===== config.mk =====
export PLATFORM = sky130hd
export DESIGN_NAME = tx_code_sequencer
export DESIGN_NICKNAME = d
export VERILOG_FILES = /design/src/rtl/tx_pkg.sv /design/src/rtl/tx_sym_fifo.sv /design/src/rtl/tx_code_sequencer.sv
export SDC_FILE = /design/constraint.sdc
export NUM_CORES = 1
export LEC_CHECK = 0
export BUFFER_PORTS_ARGS = -buffer_cell sky130_fd_sc_hd__buf_2
export CORE_UTILIZATION = 64
export CTS_BUF_LIST = sky130_fd_sc_hd__clkbuf_4
export CTS_CLUSTER_DIAMETER = 50
export CTS_CLUSTER_SIZE = 24
export DETAILED_ROUTE_END_ITERATION = 12
export PLACE_DENSITY_LB_ADDON = 0.12
export SETUP_SLACK_MARGIN = 0.15
export SYNTH_ARGS = -nofsm -noshare
export SYNTH_HDL_FRONTEND = slang
export SYNTH_SLANG_ARGS = --single-unit

===== constraint.sdc =====
create_clock -name clk -period 2.7 [get_ports clk]
set_input_delay 0.135 -clock clk [delete_from_list [all_inputs] [get_ports clk]]
set_output_delay 0.135 -clock clk [all_outputs]
set_load 0.05 [all_outputs]

===== src/rtl/tx_pkg.sv =====
// Shared definitions for the transmit code sequencer and the HEX display decoder:
// FSM states, symbol mark/space codes and the symbol-to-code mapping.
package tx_pkg;

    typedef enum logic [1:0] {
        IDLE = 2'd0,
        LOAD = 2'd1,
        SEND = 2'd2,
        GAP  = 2'd3
    } tx_state_t;

    localparam logic [7:0] CODE_SYM0  = 8'b1000_0000;
    localparam logic [7:0] CODE_SYM1  = 8'b1010_0000;
    localparam logic [7:0] CODE_SYM2  = 8'b1010_1000;
    localparam logic [7:0] CODE_SYM3  = 8'b1010_1010;
    localparam logic [7:0] CODE_BLANK = 8'h00;

    function automatic logic [7:0] sym_to_code(input logic [1:0] sym);
        logic [7:0] code_v;
        case (sym)
            2'd0:    code_v = CODE_SYM0;
            2'd1:    code_v = CODE_SYM1;
            2'd2:    code_v = CODE_SYM2;
            2'd3:    code_v = CODE_SYM3;
            default: code_v = CODE_BLANK;
        endcase
        return code_v;
    endfunction

endpackage


===== src/rtl/tx_sym_fifo.sv =====
// Synchronous symbol queue with first-word fall-through read data.
// Writes to a full queue are dropped even when a read happens in the same cycle.
module tx_sym_fifo #(
    parameter int DEPTH = 4
) (
    input  logic       clk,
    input  logic       rst,
    input  logic       i_wr_en,
    input  logic [1:0] i_wr_data,
    input  logic       i_rd_en,
    output logic [1:0] o_rd_data,
    output logic       o_full,
    output logic       o_empty
);

    localparam int PTR_W = $clog2(DEPTH);
    localparam int CNT_W = PTR_W + 1;

    logic [1:0]       r_mem [DEPTH];
    logic [PTR_W-1:0] r_wr_ptr;
    logic [PTR_W-1:0] r_rd_ptr;
    logic [CNT_W-1:0] r_count;
    logic             w_push;
    logic             w_pop;

    assign o_full    = (r_count == CNT_W'(DEPTH));
    assign o_empty   = (r_count == {CNT_W{1'b0}});
    assign o_rd_data = r_mem[r_rd_ptr];
    assign w_push    = i_wr_en && !o_full;
    assign w_pop     = i_rd_en && !o_empty;

    // Storage, pointers and occupancy count.
    always_ff @(posedge clk or posedge rst) begin
        if (rst) begin
            for (int i = 0; i < DEPTH; i++) begin
                r_mem[i] <= 2'd0;
            end
            r_wr_ptr <= {PTR_W{1'b0}};
            r_rd_ptr <= {PTR_W{1'b0}};
            r_count  <= {CNT_W{1'b0}};
        end else begin
            if (w_push) begin
                r_mem[r_wr_ptr] <= i_wr_data;
                r_wr_ptr        <= r_wr_ptr + PTR_W'(1);
            end
            if (w_pop) begin
                r_rd_ptr <= r_rd_ptr + PTR_W'(1);
            end
            case ({w_push, w_pop})
                2'b10:   r_count <= r_count + CNT_W'(1);
                2'b01:   r_count <= r_count - CNT_W'(1);
                default: r_count <= r_count;
            endcase
        end
    end

endmodule


===== src/rtl/tx_code_sequencer.sv =====
// Queues 2-bit symbols, expands each to its 8-bit mark/space code and shifts it out
// MSB-first at CLK_DIV cycles per bit, followed by a GAP_BITS-long silent gap.
module tx_code_sequencer
    import tx_pkg::*;
#(
    parameter int CLK_DIV    = 25000,
    parameter int GAP_BITS   = 3,
    parameter int FIFO_DEPTH = 4
) (
    input  logic       clk,
    input  logic       rst,
    input  logic       sym_valid,
    input  logic [1:0] sym_data,
    output logic       sym_ready,
    output logic       tx_bit,
    output logic       tx_active,
    output logic [7:0] code,
    output logic       done
);

    localparam int GAP_CYC = GAP_BITS * CLK_DIV;
    localparam int DIV_W   = $clog2(CLK_DIV);
    localparam int GAP_W   = $clog2(GAP_CYC);
    localparam logic [DIV_W-1:0] DIV_LAST = DIV_W'(CLK_DIV - 1);
    localparam logic [GAP_W-1:0] GAP_LAST = GAP_W'(GAP_CYC - 1);

    tx_state_t        r_state, w_next_state;
    logic [DIV_W-1:0] r_div, w_next_div;
    logic [2:0]       r_bit_cnt, w_next_bit_cnt;
    logic [GAP_W-1:0] r_gap_cnt, w_next_gap_cnt;
    logic [7:0]       r_shift, w_next_shift;
    logic [7:0]       r_code, w_next_code;
    logic             r_tx_bit, r_tx_active, r_done;
    logic             w_pop, w_full, w_empty;
    logic [1:0]       w_fifo_data;

    tx_sym_fifo #(.DEPTH(FIFO_DEPTH)) u_fifo (
        .clk       (clk),
        .rst       (rst),
        .i_wr_en   (sym_valid),
        .i_wr_data (sym_data),
        .i_rd_en   (w_pop),
        .o_rd_data (w_fifo_data),
        .o_full    (w_full),
        .o_empty   (w_empty)
    );

    assign sym_ready = !w_full;
    assign tx_bit    = r_tx_bit;
    assign tx_active = r_tx_active;
    assign code      = r_code;
    assign done      = r_done;

    // Next-state, counter and shift-register logic.
    always_comb begin
        w_next_state   = r_state;
        w_next_div     = r_div;
        w_next_bit_cnt = r_bit_cnt;
        w_next_gap_cnt = r_gap_cnt;
        w_next_shift   = r_shift;
        w_next_code    = r_code;
        w_pop          = 1'b0;
        case (r_state)
            IDLE: begin
                w_next_code = CODE_BLANK;
                if (!w_empty) begin
                    w_next_state = LOAD;
                end else begin
                    w_next_state = IDLE;
                end
            end
            LOAD: begin
                w_pop          = 1'b1;
                w_next_shift   = sym_to_code(w_fifo_data);
                w_next_code    = sym_to_code(w_fifo_data);
                w_next_div     = {DIV_W{1'b0}};
                w_next_bit_cnt = 3'd0;
                w_next_gap_cnt = {GAP_W{1'b0}};
                w_next_state   = SEND;
            end
            SEND: begin
                if (r_div == DIV_LAST) begin
                    w_next_div     = {DIV_W{1'b0}};
                    w_next_shift   = {r_shift[6:0], 1'b0};
                    w_next_bit_cnt = r_bit_cnt + 3'd1;
                    if (r_bit_cnt == 3'd7) begin
                        w_next_state   = GAP;
                        w_next_gap_cnt = {GAP_W{1'b0}};
                    end else begin
                        w_next_state = SEND;
                    end
                end else begin
                    w_next_div = r_div + DIV_W'(1);
                end
            end
            GAP: begin
                if (r_gap_cnt == GAP_LAST) begin
                    if (!w_empty) begin
                        w_next_state = LOAD;
                    end else begin
                        w_next_state = IDLE;
                        w_next_code  = CODE_BLANK;
                    end
                end else begin
                    w_next_gap_cnt = r_gap_cnt + GAP_W'(1);
                end
            end
            default: begin
                w_next_state = IDLE;
                w_next_code  = CODE_BLANK;
            end
        endcase
    end

    // State and counters; outputs are registered from the next-state values so they
    // line up with the state they describe.
    always_ff @(posedge clk or posedge rst) begin
        if (rst) begin
            r_state     <= IDLE;
            r_div       <= {DIV_W{1'b0}};
            r_bit_cnt   <= 3'd0;
            r_gap_cnt   <= {GAP_W{1'b0}};
            r_shift     <= 8'h00;
            r_code      <= CODE_BLANK;
            r_tx_bit    <= 1'b0;
            r_tx_active <= 1'b0;
            r_done      <= 1'b0;
        end else begin
            r_state     <= w_next_state;
            r_div       <= w_next_div;
            r_bit_cnt   <= w_next_bit_cnt;
            r_gap_cnt   <= w_next_gap_cnt;
            r_shift     <= w_next_shift;
            r_code      <= w_next_code;
            r_tx_bit    <= (w_next_state == SEND) && w_next_shift[7];
            r_tx_active <= (w_next_state != IDLE);
            r_done      <= (w_next_state == GAP) && (w_next_gap_cnt == GAP_LAST);
        end
    end

endmodule


# [Word level (Yosys, flattened, before mapping)]
# Cells that the tools add are included.
[word_totals] output_inout_bits=12 ff_bits=71
[op_classes] eq_ne=18 magnitude_cmp=3 n_bitwise=2 add_sub_neg=7 muxes=27 n_reduce_logical=16
[ops] operator="17-bit two-way mux" count=3
[ops] operator="17-bit case mux with 3 select lines" count=1
[ops] operator="17-bit == test, second input constant" count=2
[ops] operator="8-bit case mux with 4 select lines" count=1
[ops] operator="15-bit case mux with 2 select lines" count=1
[ops] operator="8-bit two-way mux" count=3
[ops] operator="8-bit case mux with 3 select lines" count=1
[ops] operator="17-bit by 1-bit adder with 17-bit output, second input constant" count=1
[ops] operator="8-bit case mux with 2 select lines" count=1
[ops] operator="15-bit by 1-bit adder with 15-bit output, second input constant" count=1
[ops] operator="15-bit == test, second input constant" count=1
[ops] operator="15-bit two-way mux" count=1
[ops] operator="2-bit == test, second input constant" count=7
[ops] operator="3-bit case mux with 2 select lines" count=2
[ops] operator="2-bit two-way mux" count=5
[ops] operator="8-bit bitwise mux" count=1
[ops] operator="2-bit case mux with 4 select lines" count=1
[ops] operator="3-bit by 1-bit adder with 3-bit output, second input constant" count=2
[ops] operator="2-bit by 1-bit == test with 1-bit output, second input constant" count=3
[ops] operator="3-bit == test, second input constant" count=2
[ops] operator="3-bit greater-or-equal comparator, second input constant" count=2
[ops] operator="2-bit inverter with 3-bit output" count=2
[ops] operator="2-bit nonzero test" count=3
[ops] operator="1-bit logical AND" count=5
[ops] operator="15 further kinds" count=21

# [Longest topological paths before layout]
[logic_depth] ltp_word=8 mapped_depth=11 ltp_nobuf=10

# [By module]
# From an unflattened synthesis, not the netlist that was laid out.
[hier_totals] hier_cells=351 area_unflattened_um2=3574.7
[by_module_without_submodules] module="tx_code_sequencer" n_inst=1 seq_area_each_um2=1276.2 area_each_um2=2800.2 cells_each=292
[by_module_without_submodules] module="tx_sym_fifo" n_inst=1 seq_area_each_um2=375.4 area_each_um2=774.5 cells_each=59

# [Worst setup path after synthesis]
# Ideal clock, no wire load.
[synth_path] path_kind="register -> register" startpoint="register u_fifo.r_count[0]" endpoint="register u_fifo.r_count[2]" t_arrival_ps=2412 setup_slack_ps=209 required_ps=2621 stages_incl_launch_ff=12 setup_ps=79 synth_period_minus_slack_ps=2491 cell_sequence="dfrtp_1 -> inv_1 -> nand3_1 -> and2_1 -> clkbuf_1 -> inv_1 -> ha_1 -> inv_1 -> fa_1 -> xor2_1 -> nor2_1 -> xor2_1"
[synth_via] elab_chain_cells=5 elab_cells_between_ends=12 cone_classes="add/sub: 2; eq/ne: 3; mux: 1; reduce/logical: 6"
[synth_lines] item="start, declared" line="tx_sym_fifo.sv:22" rtl="logic [CNT_W-1:0] r_count;"
[synth_lines] item="start signal, assigned" line="tx_sym_fifo.sv:40" rtl="r_count <= {CNT_W{1'b0}};"
[synth_lines] item="start signal, assigned" line="tx_sym_fifo.sv:50" rtl="2'b10: r_count <= r_count + CNT_W'(1);"
[synth_lines] item="start signal, assigned" line="tx_sym_fifo.sv:51" rtl="2'b01: r_count <= r_count - CNT_W'(1);"
[synth_lines] item="3-bit == test (*)" line="tx_sym_fifo.sv:26" rtl="assign o_full = (r_count == CNT_W'(DEPTH));"
[synth_lines] item="1-bit zero test (*)"
[synth_lines] item="net sym_ready" line="tx_code_sequencer.sv:14" rtl="output logic sym_ready,"
[synth_lines] item="1-bit logical AND (*)" line="tx_sym_fifo.sv:29" rtl="assign w_push = i_wr_en && !o_full;"
[synth_lines] item="2-bit by 1-bit == test with 1-bit output or 2-bit == test (tied branches)" line="tx_sym_fifo.sv:49" rtl="case ({w_push, w_pop})"
[synth_lines] item="3-bit case mux with 2 select lines or 2-bit nonzero test (tied branches)"
# The timed path passes the listed nets; every way through them passes the cells marked *.
# A chain may end at the register's enable or synchronous reset.

# [Worst setup path in the final report]
[layout_path] startpoint="register r_gap_cnt[1]" endpoint="register r_tx_active, in the netlist tx_active"
[layout_via] elab_chain_cells=4
[layout_lines] item="start, declared" line="tx_code_sequencer.sv:30" rtl="logic [GAP_W-1:0] r_gap_cnt, w_next_gap_cnt;"
[layout_lines] item="start signal, assigned" line="tx_code_sequencer.sv:122" rtl="r_gap_cnt <= {GAP_W{1'b0}};"
[layout_lines] item="start signal, assigned" line="tx_code_sequencer.sv:132" rtl="r_gap_cnt <= w_next_gap_cnt;"
[layout_lines] item="17-bit == test" line="tx_code_sequencer.sv:97" rtl="if (r_gap_cnt == GAP_LAST) begin"
[layout_lines] item="2-bit two-way mux" line="tx_code_sequencer.sv:97"
[layout_lines] item="2-bit case mux with 4 select lines" line="tx_code_sequencer.sv:63" rtl="case (r_state)"
[layout_lines] item="net w_next_state[0]" line="tx_code_sequencer.sv:27" rtl="tx_state_t r_state, w_next_state;"
[layout_lines] item="2-bit nonzero test" line="tx_code_sequencer.sv:136" rtl="r_tx_active <= (w_next_state != IDLE);"
[layout_lines] item="end signal, assigned" line="tx_code_sequencer.sv:136"
[layout_lines] item="end, declared" line="tx_code_sequencer.sv:33" rtl="logic r_tx_bit, r_tx_active, r_done;"
# The timed path passes the listed nets, and every way through them passes these cells.

==> results.json <==
{
  "vias_per_cell": 6.08,
  "grt_pass1_wl_um": 12100,
  "io_pins": 17,
  "ys_top_cells_by_count": "dfrtp_1 (66), nand2_1 (39), nor2_1 (17), o21ai_0 (17), mux2_2 (16)",
  "clock-sinks": 66,
  "drtAntennaViolNets": 0,
  "core_area_um2": 5240,
  "cts_buffers": 9,
  "grt_pass1_vias": 2598,
  "cp-end-kind": "flop",
  "synth_area_per_cell_um2": 10.4,
  "root_buffer": "clkbuf_4",
  "final_nets": 388,
  "fin_setup_tns_ns": 0,
  "max_slew.worst_pin.slew_ns": 0.789,
  "clock_skew_ns": 0.0192,
  "maxCapViolCount": 0,
  "syn_area_um2": 3560,
  "async_flop_share_pct": 100,
  "synth-main-ff-cell": "dfrtp_1",
  "dr_total_vias": 2699,
  "wl_per_cell_um": 15.9,
  "start_kind": "flop",
  "clk_latency_ns": 0.42,
  "rrSetupSlack_ns": 0.26,
  "antenna_found_initial": 0,
  "required_ns": 3.00,
  "syn_to_final_growth_pct": 10.0,
  "drv_slew": 0,
  "rows": 26,
  "synth_edf_count": 0,
  "fmax_mhz": 410,
  "slew_headroom_pct": 47.3,
  "die_w_um": 76.5,
  "holdCritStartpoint": "sym_valid",
  "hold_viol": 0,
  "grt_start_max_net_pins": 42,
  "cts_max_level": 3,
  "p_leak_uw": 0.00181,
  "grt-ovfl-total": 0,
  "hold_ws_ns": 0.176,
  "synthCells": 343,
  "reg2reg_from": "r_gap_cnt[1]",
  "ys_ff_latch": 66,
  "status": "finished clean",
  "globalRouteTotalUtil_pct": 26.7,
  "cts_tree": "yes",
  "dp_hpwl_um": 4980,
  "rsz0062_at_grt": "false",
  "setup_viol": 0,
  "start_util_pct": 67.9,
  "synth.area.top_cells": "dfrtp_1 (46%), mux2_2 (5.1%), ha_1 (4.6%)",
  "diodes": 0,
  "synth.distinct_cells": 58,
  "clkTransAtPathRegs_ns": 0.12,
  "synth.yosys.seq_area_share_pct": 46.4,
  "place_congestion": 0.890,
  "yosysWarnings": 0,
  "synth_top_cell_area_share_pct": 46.4,
  "cts_buffer_depth": 2,
  "p_per_area_nw_per_um2": 556,
  "critPathArrivalTime_ns": 2.74,
  "layout-drive-gt1-share_pct": 20.3,
  "die-height_um": 76.5,
  "post-route-min-period_ns": 2.44,
  "netlist.top_cell.by_area": "dfrtp_1",
  "synth.most_common_cell": "dfrtp_1",
  "critPathLaunch": "r_gap_cnt[1]",
  "die-area_um2": 5860,
  "routed_wl_um": 7050,
  "min-delay-path-class": "input pin to flop",
  "io_buffers": 12,
  "first_pass_iters": 4,
  "post-route-drc-count": 0,
  "worst-path-max-fanout": 5,
  "path_class": "flop to flop",
  "vdd_drop_max_v": 0.000514,
  "finalCritPeriodShare_pct": 90.4,
  "drtIter0Drc": 161
}
power by group:
part | internal, µW | total [µW] | switching, µW
clock | 294 | 673 | 379
combinational | 162 | 351 | 189
sequential | 1090 | 1150 | 61.1
total | 1540 | 2170 | 629
flip-flops by register name, summed over array words and instances, names as in the netlist, 2 cells and up:
| register | cells |
|---|---|
| u_fifo.r_rd_ptr | 2 |
| r_gap_cnt | 17 |
| r_div | 15 |
| code | 4 |
| r_bit_cnt | 3 |
| r_shift | 7 |
| u_fifo.r_wr_ptr | 2 |
| u_fifo.r_count | 3 |
| u_fifo.r_mem | 8 |
| r_state | 2 |
metrics by stage:
stage	utilization [%]	worst slack, ns	std cells	cell area [µm²]	power, µW
CTS	73.9	0.183	440	3870	2190
detailed placement	70.6	0.186	421	3700	1520
finish	74.7	0.259	444	3910	2170
floorplan	-	0.209	346	3570	1440
global placement	70.6	0.268	421	3700	1490
global route	74.7	0.154	444	3910	2290
cell type report:
class                   instances  area [µm²]
clock inverters                 6        66.3
repair buffers                 29         195
flip-flops and latches         66        1650
clock buffers                  10        75.1
inverters                      15        56.3
multi-input cells             248        1780
well taps                      70        87.6
fillers                       367        1330
routing by layer:
metal | GRT usage [%] | share of wire, % | up-vias
li1 | - | - | 1302
met1 | 36.1 | 46 | 1317
met2 | 41.9 | 48 | 69
met3 | 6.71 | 4.8 | 11
met4 | 9.42 | 1.4 | 0
met5 | 0 | 0 | -
worst paths after layout:
| path | to | depth (start not counted) |
|---|---|---|
| hold reg to reg | u_fifo.r_count[0] | 1 |
| max in group asynchronous | r_gap_cnt[10] | 4 |
| min in group asynchronous | u_fifo.r_count[1] | 3 |
| setup reg to reg | tx_active | 7 |
| hold / removal | u_fifo.r_wr_ptr[0] | 3 |
| setup / recovery | tx_active | 7 |
cell usage in the layout, fill, tap and decap left out, drive strengths merged, types with 12 or more instances in the layout:
master  synthesis  layout
ha             13      13
a21oi          12      12
dfrtp          66      66
nand2          39      39
inv            15      16
nand3          13      13
nor2           17      17
buf             8      26
mux2           16      16
o21ai          18      18
critical path, cell delays in order (launching register included):
cell	delay, ns
dfrtp_1	0.43
ha_1	0.25
nor4bb_1	0.37
nand4_2	0.19
buf_4	0.18
mux2_2	0.26
a221o_1	0.36
or2_2	0.31
logic make-up (layout without fill, tap and decap cells):
kind of cell	count (synthesis)	in the layout	share of synthesized area, %
AO/OA/AOI/OAI	68	68	13.2
XOR/XNOR	14	14	3.45
adder cells (fa/ha/maj)	14	14	5.14
buffers and inverters	32	60	4.19
flip-flops	66	66	46.4
multiplexers	21	21	7.18
other	1	4	0.105
AND/OR/NAND/NOR	127	127	20.3
what timing repair did:
item | 4_1_cts | 5_1_grt
resized for setup | 0 | 8
hold endpoints to repair | 47 | 0
hold buffers | 3 | 0
setup endpoints to repair | 0 | 2
buffers inserted | 0 | 4
Note: power is estimated with default switching activity, not from simulation.
